**src/rtl/seven_seg_multi_display.sv**
```systemverilog
// rtl/seven_seg_multi_display.sv - multi-digit hex/decimal seven-segment driver with double-dabble conversion
// Optional leading-zero blanking: define SEVEN_SEG_LEADING_ZERO_BLANK_EN.
module seven_seg_multi_display #(
   parameter int DIGITS = 6,
   parameter int WIDTH  = 16
) (
   input  logic                  clk_i,
   input  logic                  reset_i,
   input  logic [WIDTH-1:0]      value_i,
   input  logic                  load_i,
   input  logic                  mode_i,
   output logic                  busy_o,
   output logic                  done_o,
   output logic                  overflow_o,
   output logic [7*DIGITS-1:0]   hex_out_o
);

   localparam int NB_DEC = (WIDTH * 3) / 10 + 1;
   localparam int NB     = (DIGITS > NB_DEC) ? DIGITS : NB_DEC;
   localparam int BW     = 4 * NB;
   localparam int CW     = $clog2(WIDTH + 1);

   localparam logic [6:0] SEG_BLANK = 7'b1111111;
   localparam logic [6:0] SEG_DASH  = 7'b0111111;

   typedef enum logic [1:0] {
      IDLE,
      CONVERT,
      UPDATE
   } state_t;

   state_t              state_q, state_d;
   logic [WIDTH-1:0]    val_q, val_d;
   logic                mode_q, mode_d;
   logic [BW-1:0]       bcd_q, bcd_d;
   logic [CW-1:0]       cnt_q, cnt_d;
   logic [7*DIGITS-1:0] stg_seg_q, stg_seg_d;
   logic                stg_ovf_q, stg_ovf_d;
   logic                pend_q, pend_d;
   logic [7*DIGITS-1:0] hex_q, hex_d;
   logic                ovf_q, ovf_d;
   logic                done_q, done_d;

   logic [BW-1:0]       bcd_adj;
   logic [3:0]          dig [DIGITS];
   logic                blank [DIGITS];
   logic [7*DIGITS-1:0] disp_seg;
   logic                disp_ovf;
`ifdef SEVEN_SEG_LEADING_ZERO_BLANK_EN
   logic                lead;
`endif

   function automatic logic [6:0] glyph(input logic [3:0] d);
      logic [6:0] s;
      case (d)
         4'h0: s = 7'b1000000;
         4'h1: s = 7'b1111001;
         4'h2: s = 7'b0100100;
         4'h3: s = 7'b0110000;
         4'h4: s = 7'b0011001;
         4'h5: s = 7'b0010010;
         4'h6: s = 7'b0000010;
         4'h7: s = 7'b1111000;
         4'h8: s = 7'b0000000;
         4'h9: s = 7'b0010000;
         4'hA: s = 7'b0001000;
         4'hB: s = 7'b0000011;
         4'hC: s = 7'b1000110;
         4'hD: s = 7'b0100001;
         4'hE: s = 7'b0000110;
         default: s = 7'b0001110;
      endcase
      return s;
   endfunction

   // Double-dabble step: add 3 to every nibble >= 5 before shifting.
   always_comb begin
      bcd_adj = '0;
      for (int k = 0; k < NB; k++) begin
         if (bcd_q[4*k +: 4] >= 4'd5) bcd_adj[4*k +: 4] = bcd_q[4*k +: 4] + 4'd3;
         else                         bcd_adj[4*k +: 4] = bcd_q[4*k +: 4];
      end
   end

   always_comb begin
      disp_seg = '1;
      if (mode_q) disp_ovf = |(bcd_q >> (4 * DIGITS));
      else        disp_ovf = |(val_q >> (4 * DIGITS));
      for (int k = 0; k < DIGITS; k++) begin
         dig[k]   = mode_q ? bcd_q[4*k +: 4] : 4'(val_q >> (4 * k));
         blank[k] = 1'b0;
      end
`ifdef SEVEN_SEG_LEADING_ZERO_BLANK_EN
      lead = 1'b1;
      for (int k = DIGITS - 1; k > 0; k--) begin
         if (dig[k] != 4'd0) lead = 1'b0;
         blank[k] = lead;
      end
`endif
      for (int k = 0; k < DIGITS; k++) begin
         if (disp_ovf)      disp_seg[7*k +: 7] = SEG_DASH;
         else if (blank[k]) disp_seg[7*k +: 7] = SEG_BLANK;
         else               disp_seg[7*k +: 7] = glyph(dig[k]);
      end
   end

   always_comb begin
      state_d   = state_q;
      val_d     = val_q;
      mode_d    = mode_q;
      bcd_d     = bcd_q;
      cnt_d     = cnt_q;
      stg_seg_d = stg_seg_q;
      stg_ovf_d = stg_ovf_q;
      pend_d    = 1'b0;
      hex_d     = hex_q;
      ovf_d     = ovf_q;
      done_d    = 1'b0;

      // The staged result is committed one cycle after UPDATE so the FSM is already free again.
      if (pend_q) begin
         hex_d  = stg_seg_q;
         ovf_d  = stg_ovf_q;
         done_d = 1'b1;
      end

      case (state_q)
         IDLE: begin
            if (load_i) begin
               val_d   = value_i;
               mode_d  = mode_i;
               bcd_d   = '0;
               cnt_d   = '0;
               state_d = mode_i ? CONVERT : UPDATE;
            end
         end
         CONVERT: begin
            bcd_d = (bcd_adj << 1) | BW'(val_q[WIDTH-1]);
            val_d = val_q << 1;
            cnt_d = cnt_q + CW'(1);
            if (cnt_q == CW'(WIDTH - 1)) state_d = UPDATE;
         end
         UPDATE: begin
            stg_seg_d = disp_seg;
            stg_ovf_d = disp_ovf;
            pend_d    = 1'b1;
            state_d   = IDLE;
         end
         default: state_d = IDLE;
      endcase
   end

   always_ff @(posedge clk_i or posedge reset_i) begin
      if (reset_i) begin
         state_q   <= IDLE;
         val_q     <= '0;
         mode_q    <= 1'b0;
         bcd_q     <= '0;
         cnt_q     <= '0;
         stg_seg_q <= '1;
         stg_ovf_q <= 1'b0;
         pend_q    <= 1'b0;
         hex_q     <= '1;
         ovf_q     <= 1'b0;
         done_q    <= 1'b0;
      end else begin
         state_q   <= state_d;
         val_q     <= val_d;
         mode_q    <= mode_d;
         bcd_q     <= bcd_d;
         cnt_q     <= cnt_d;
         stg_seg_q <= stg_seg_d;
         stg_ovf_q <= stg_ovf_d;
         pend_q    <= pend_d;
         hex_q     <= hex_d;
         ovf_q     <= ovf_d;
         done_q    <= done_d;
      end
   end

   assign busy_o     = (state_q != IDLE);
   assign done_o     = done_q;
   assign overflow_o = ovf_q;
   assign hex_out_o  = hex_q;

endmodule
```
**config.mk**
```make
export PLATFORM = sky130hd
export DESIGN_NAME = seven_seg_multi_display
export DESIGN_NICKNAME = d
export VERILOG_FILES = /design/src/rtl/seven_seg_multi_display.sv
export SDC_FILE = /design/constraint.sdc
export NUM_CORES = 1
export LEC_CHECK = 0
export CORE_UTILIZATION = 47
export CTS_BUF_LIST = sky130_fd_sc_hd__clkbuf_8
export CTS_CLUSTER_DIAMETER = 120
export DETAILED_ROUTE_END_ITERATION = 8
export PLACE_DENSITY = 0.78
export SLEW_MARGIN = 40
export SYNTH_ARGS = -nofsm -noshare
export SYNTH_HDL_FRONTEND = slang
export SYNTH_SLANG_ARGS = --single-unit
```
**constraint.sdc**
```tcl
create_clock -name clk_i -period 6.75 [get_ports clk_i]
set_input_delay 1.35 -clock clk_i [delete_from_list [all_inputs] [get_ports clk_i]]
set_output_delay 1.35 -clock clk_i [all_outputs]
set_load 0.02 [all_outputs]
```
==> results.toml <==
[worst_setup_path]
ff2ff_setup_slack_ps = 3630
critical_path.startpoint_type = "input port"
crit_family = "simple AND/OR/NAND/NOR gates"
timing.critical_path.to_type = "flip-flop"
critical_path_buf_inv_count = 1
critPathMaxFanout = 30
critical_path.cell_chain = "clkdlybuf4s50_1, or3b_1, nand2_2, o31ai_1, a32o_1"
worstReg2RegStart = "mode_q"
worst_ep_required_time_ps = 7090
crit_start = "load_i"
timing.critical_path.arrival_ps = 3470
cpMaxStageDelayCell = "sky130_fd_sc_hd__or3b_1"
crit_path_max_incr_delay_ps = 630
worstReg2RegEnd = "stg_seg_q[15]"
register_to_register_path_depth = 7
timing_worst_setup_path_type = "input port to flip-flop"

[yosys]
syn_inst = 754
synth_seq_area_share_pct = 44.30
postSynthRegisterBits = 134
synth_most_common_cell = "sky130_fd_sc_hd__dfstp_2"
dominantRegCellSynth = "sky130_fd_sc_hd__dfstp_2"
net_count_of_the_mapped_netlist = 824
post_synth_instance_area_um2 = 7806
yosysWarnings = 0
syn_area_per_cell_um2 = 10.35
netlist-cell-type-count = 65
postSynth.asyncResetShare_pct = 100.0
synth_largest_area_cell = "sky130_fd_sc_hd__dfstp_2"
synthTopCellsByCount = "sky130_fd_sc_hd__dfstp_2 (84), sky130_fd_sc_hd__nand2_1 (62), sky130_fd_sc_hd__dfrtp_1 (50), sky130_fd_sc_hd__ha_1 (50), sky130_fd_sc_hd__mux2_2 (50)"
synth_enable_flop_cells = 0
synth_top_cell_area_share_pct = 28.27
synth.top_cells.by_area = "sky130_fd_sc_hd__dfstp_2 (28%), sky130_fd_sc_hd__dfrtp_1 (16%), sky130_fd_sc_hd__ha_1 (8.0%), sky130_fd_sc_hd__mux2_2 (7.2%), sky130_fd_sc_hd__mux2i_1 (3.7%)"

[placement]
gpl.final_weighted_congestion = 0.8207
post_dp_cell_area_um2 = 8486
dpl_cells = 987
buffer_ports.inserted = 63
place_worst_setup_slack_ps = 3170
place.detailed.hpwl_mm = 10.90

[grt]
grt_use_total_pct = 19.77
grt_first_pass_wirelength_mm = 26.41
global_route.peak_usage_layer = "met1"
antenna_found_initial = 0
globalRoute.totalOverflow = 0
via_count_of_the_first_global_routing_pass = 5116
gr-usage-met2_pct = 28.20
largest_net_degree_at_the_start_of_global_routing = 63
gr-usage-met3_pct = 3.950
gr-usage-met1_pct = 29.99

[die]
boundaryPins = 65
die_width_um = 130.9
die_area_um2 = 17130
initial_core_util_pct = 48.61
placementRows = 46
core-area_um2 = 16060
dieHeight_um = 130.9

[clock_tree]
clock_path_buffers = 2
clkLatencyLatePin_ps = 460
cts_tree = "built"
cts.htree.levels = 4
total_setup_buffers_inserted_after_cts = 0
root_buffer = "sky130_fd_sc_hd__clkbuf_8"
ctsResizeCount = 0
cts_num_sinks = 134
ctsHoldBuffers = 0
numCtsBuffers = 17
path_clk_slew_ps = 70

[sta]
final_critical_path_setup_slack_ps = 3618
finalMaxSlewViolations = 0
post-route-min-period_ps = 3132
period_share_pct = 46.40
report.final.setup_viol = 0
hold_ws_ps = 462.0
maxClockFrequency_mhz = 319.3
relSlewSlack_pct = 52.84
fin_skew_ps = 9.277
worstMarginPinSlew_ps = 707.3
final-hold-violation-count = 0
timing.setup.tns_ps = 0
rsz0062_at_grt = "false"

[final_layout]
post_route_cells_drive_above_1_share_pct = 24.03
num_antenna_cells = 0
finalNetCount = 860
final-instance-count-excl-fill = 1019
final_cell_area_um2 = 8927
utilization_pct = 55.59
final.fill_count = 1352
layout-area-overhead-vs-synth_pct = 14.36

[power_and_ir_drop]
leakage_nw = 3.664
fin_total_pwr_mw = 4.683
peakVddDrop_mv = 0.2396
power-per-cell-area_nw_per_um2 = 524.6

[route]
vias = 5645
drt_wl_total_mm = 15.88
avgRoutedWirePerCell_um = 15.58
drt_first_iter_violations = 518
antenna_left = 0
drc = 0
via_per_inst = 5.540
drt_first_pass_iters = 5

[outcome]
run_status = "finished clean"

[min_path]
min_from = "stg_seg_q[9]"
worstHoldPathType = "flip-flop to flip-flop"
worstHoldEndpoint = "stg_seg_q[9]"
timing.hold.worst_path_depth = 2

[run]
cap_violations = 0
[worst max-delay path by stage]
stage | end | cells after the start
global placement | bcd_q[23] | 5
floorplan | bcd_q[0] | 1
detailed placement | bcd_q[23] | 5
global route | stg_seg_q[15] | 7
finish | bcd_q[23] | 5
CTS | busy_o | 2
[power by group]
group          switching (mW)  internal, mW  total, mW
combinational            1.21          1.03       2.24
sequential              0.405          1.30       1.71
clock                   0.327         0.404      0.731
total                    1.94          2.74       4.68
[cell usage in the layout (no fill, tap or decap), types with 3 or more instances in the layout]
master and instances:
sky130_fd_sc_hd__mux2_2 50, sky130_fd_sc_hd__a22oi_1 4, sky130_fd_sc_hd__xnor2_1 10, sky130_fd_sc_hd__buf_4 7, sky130_fd_sc_hd__bufinv_16 4, sky130_fd_sc_hd__o21ai_0 42
sky130_fd_sc_hd__mux2i_1 29, sky130_fd_sc_hd__a311oi_1 3, sky130_fd_sc_hd__xor2_1 5, sky130_fd_sc_hd__clkdlybuf4s50_1 63, sky130_fd_sc_hd__o21a_1 7, sky130_fd_sc_hd__o22ai_1 27
sky130_fd_sc_hd__ha_1 50, sky130_fd_sc_hd__a21o_1 3, sky130_fd_sc_hd__a22o_1 4, sky130_fd_sc_hd__and3_1 6, sky130_fd_sc_hd__inv_1 39, sky130_fd_sc_hd__inv_6 4
sky130_fd_sc_hd__nor2_1 49, sky130_fd_sc_hd__mux2i_4 6, sky130_fd_sc_hd__clkbuf_8 17, sky130_fd_sc_hd__nand2_1 62, sky130_fd_sc_hd__o211ai_1 5, sky130_fd_sc_hd__o2bb2ai_1 4
sky130_fd_sc_hd__nand3_1 9, sky130_fd_sc_hd__a32o_1 6, sky130_fd_sc_hd__o31ai_1 7, sky130_fd_sc_hd__a21oi_1 27, sky130_fd_sc_hd__nand2b_1 17, sky130_fd_sc_hd__dfrtp_1 49
sky130_fd_sc_hd__dfstp_2 84, sky130_fd_sc_hd__a211oi_1 3, sky130_fd_sc_hd__o2111ai_1 3, sky130_fd_sc_hd__nor3b_1 11, sky130_fd_sc_hd__o22a_1 4, sky130_fd_sc_hd__clkinv_2 3
sky130_fd_sc_hd__nor2b_1 6, sky130_fd_sc_hd__a31oi_1 23, sky130_fd_sc_hd__nor3_1 8
[cells by family after synthesis]
kind of cell	share of synthesized area, %
flops	44.30
simple gates	10.90
mux	13.03
xor+xnor	1.683
buf+inv	5.562
fa+ha+maj	8.014
other cells	0.04804
compound gates	16.46
[flip-flops by register name, summed over array words and instances, names as in the netlist]
signal and flops:
cnt_q 5, val_q 16, state_q 2, hex_out_o 42
bcd_q 24, mode_q 1, stg_seg_q 42, pend_q 1
done_o 1
[worst min-delay path, stage by stage, from the launching register on]
cell                      delay [ps]
sky130_fd_sc_hd__dfstp_2         370
sky130_fd_sc_hd__nand2_1          40
sky130_fd_sc_hd__o21ai_1          50
[per-layer routing]
layer,wire length [um],share of wire [%]
met1,8313,52
met2,6848,43
met3,517,3.3
met4,199,1.3
met5,0,0
[layout make-up]
class / instances / area (um^2) / share of cell area (%)
clock inverter: 15 / 200.2 / 2.242
multi-input combinational: 526 / 3921 / 43.92
sequential: 134 / 3460 / 38.75
inverter: 41 / 158.9 / 1.780
timing repair buffer: 70 / 683.2 / 7.652
tap: 216 / 270.3 / 3.027
clock buffer: 17 / 234.0 / 2.621
(Power assumes the default switching activity.)
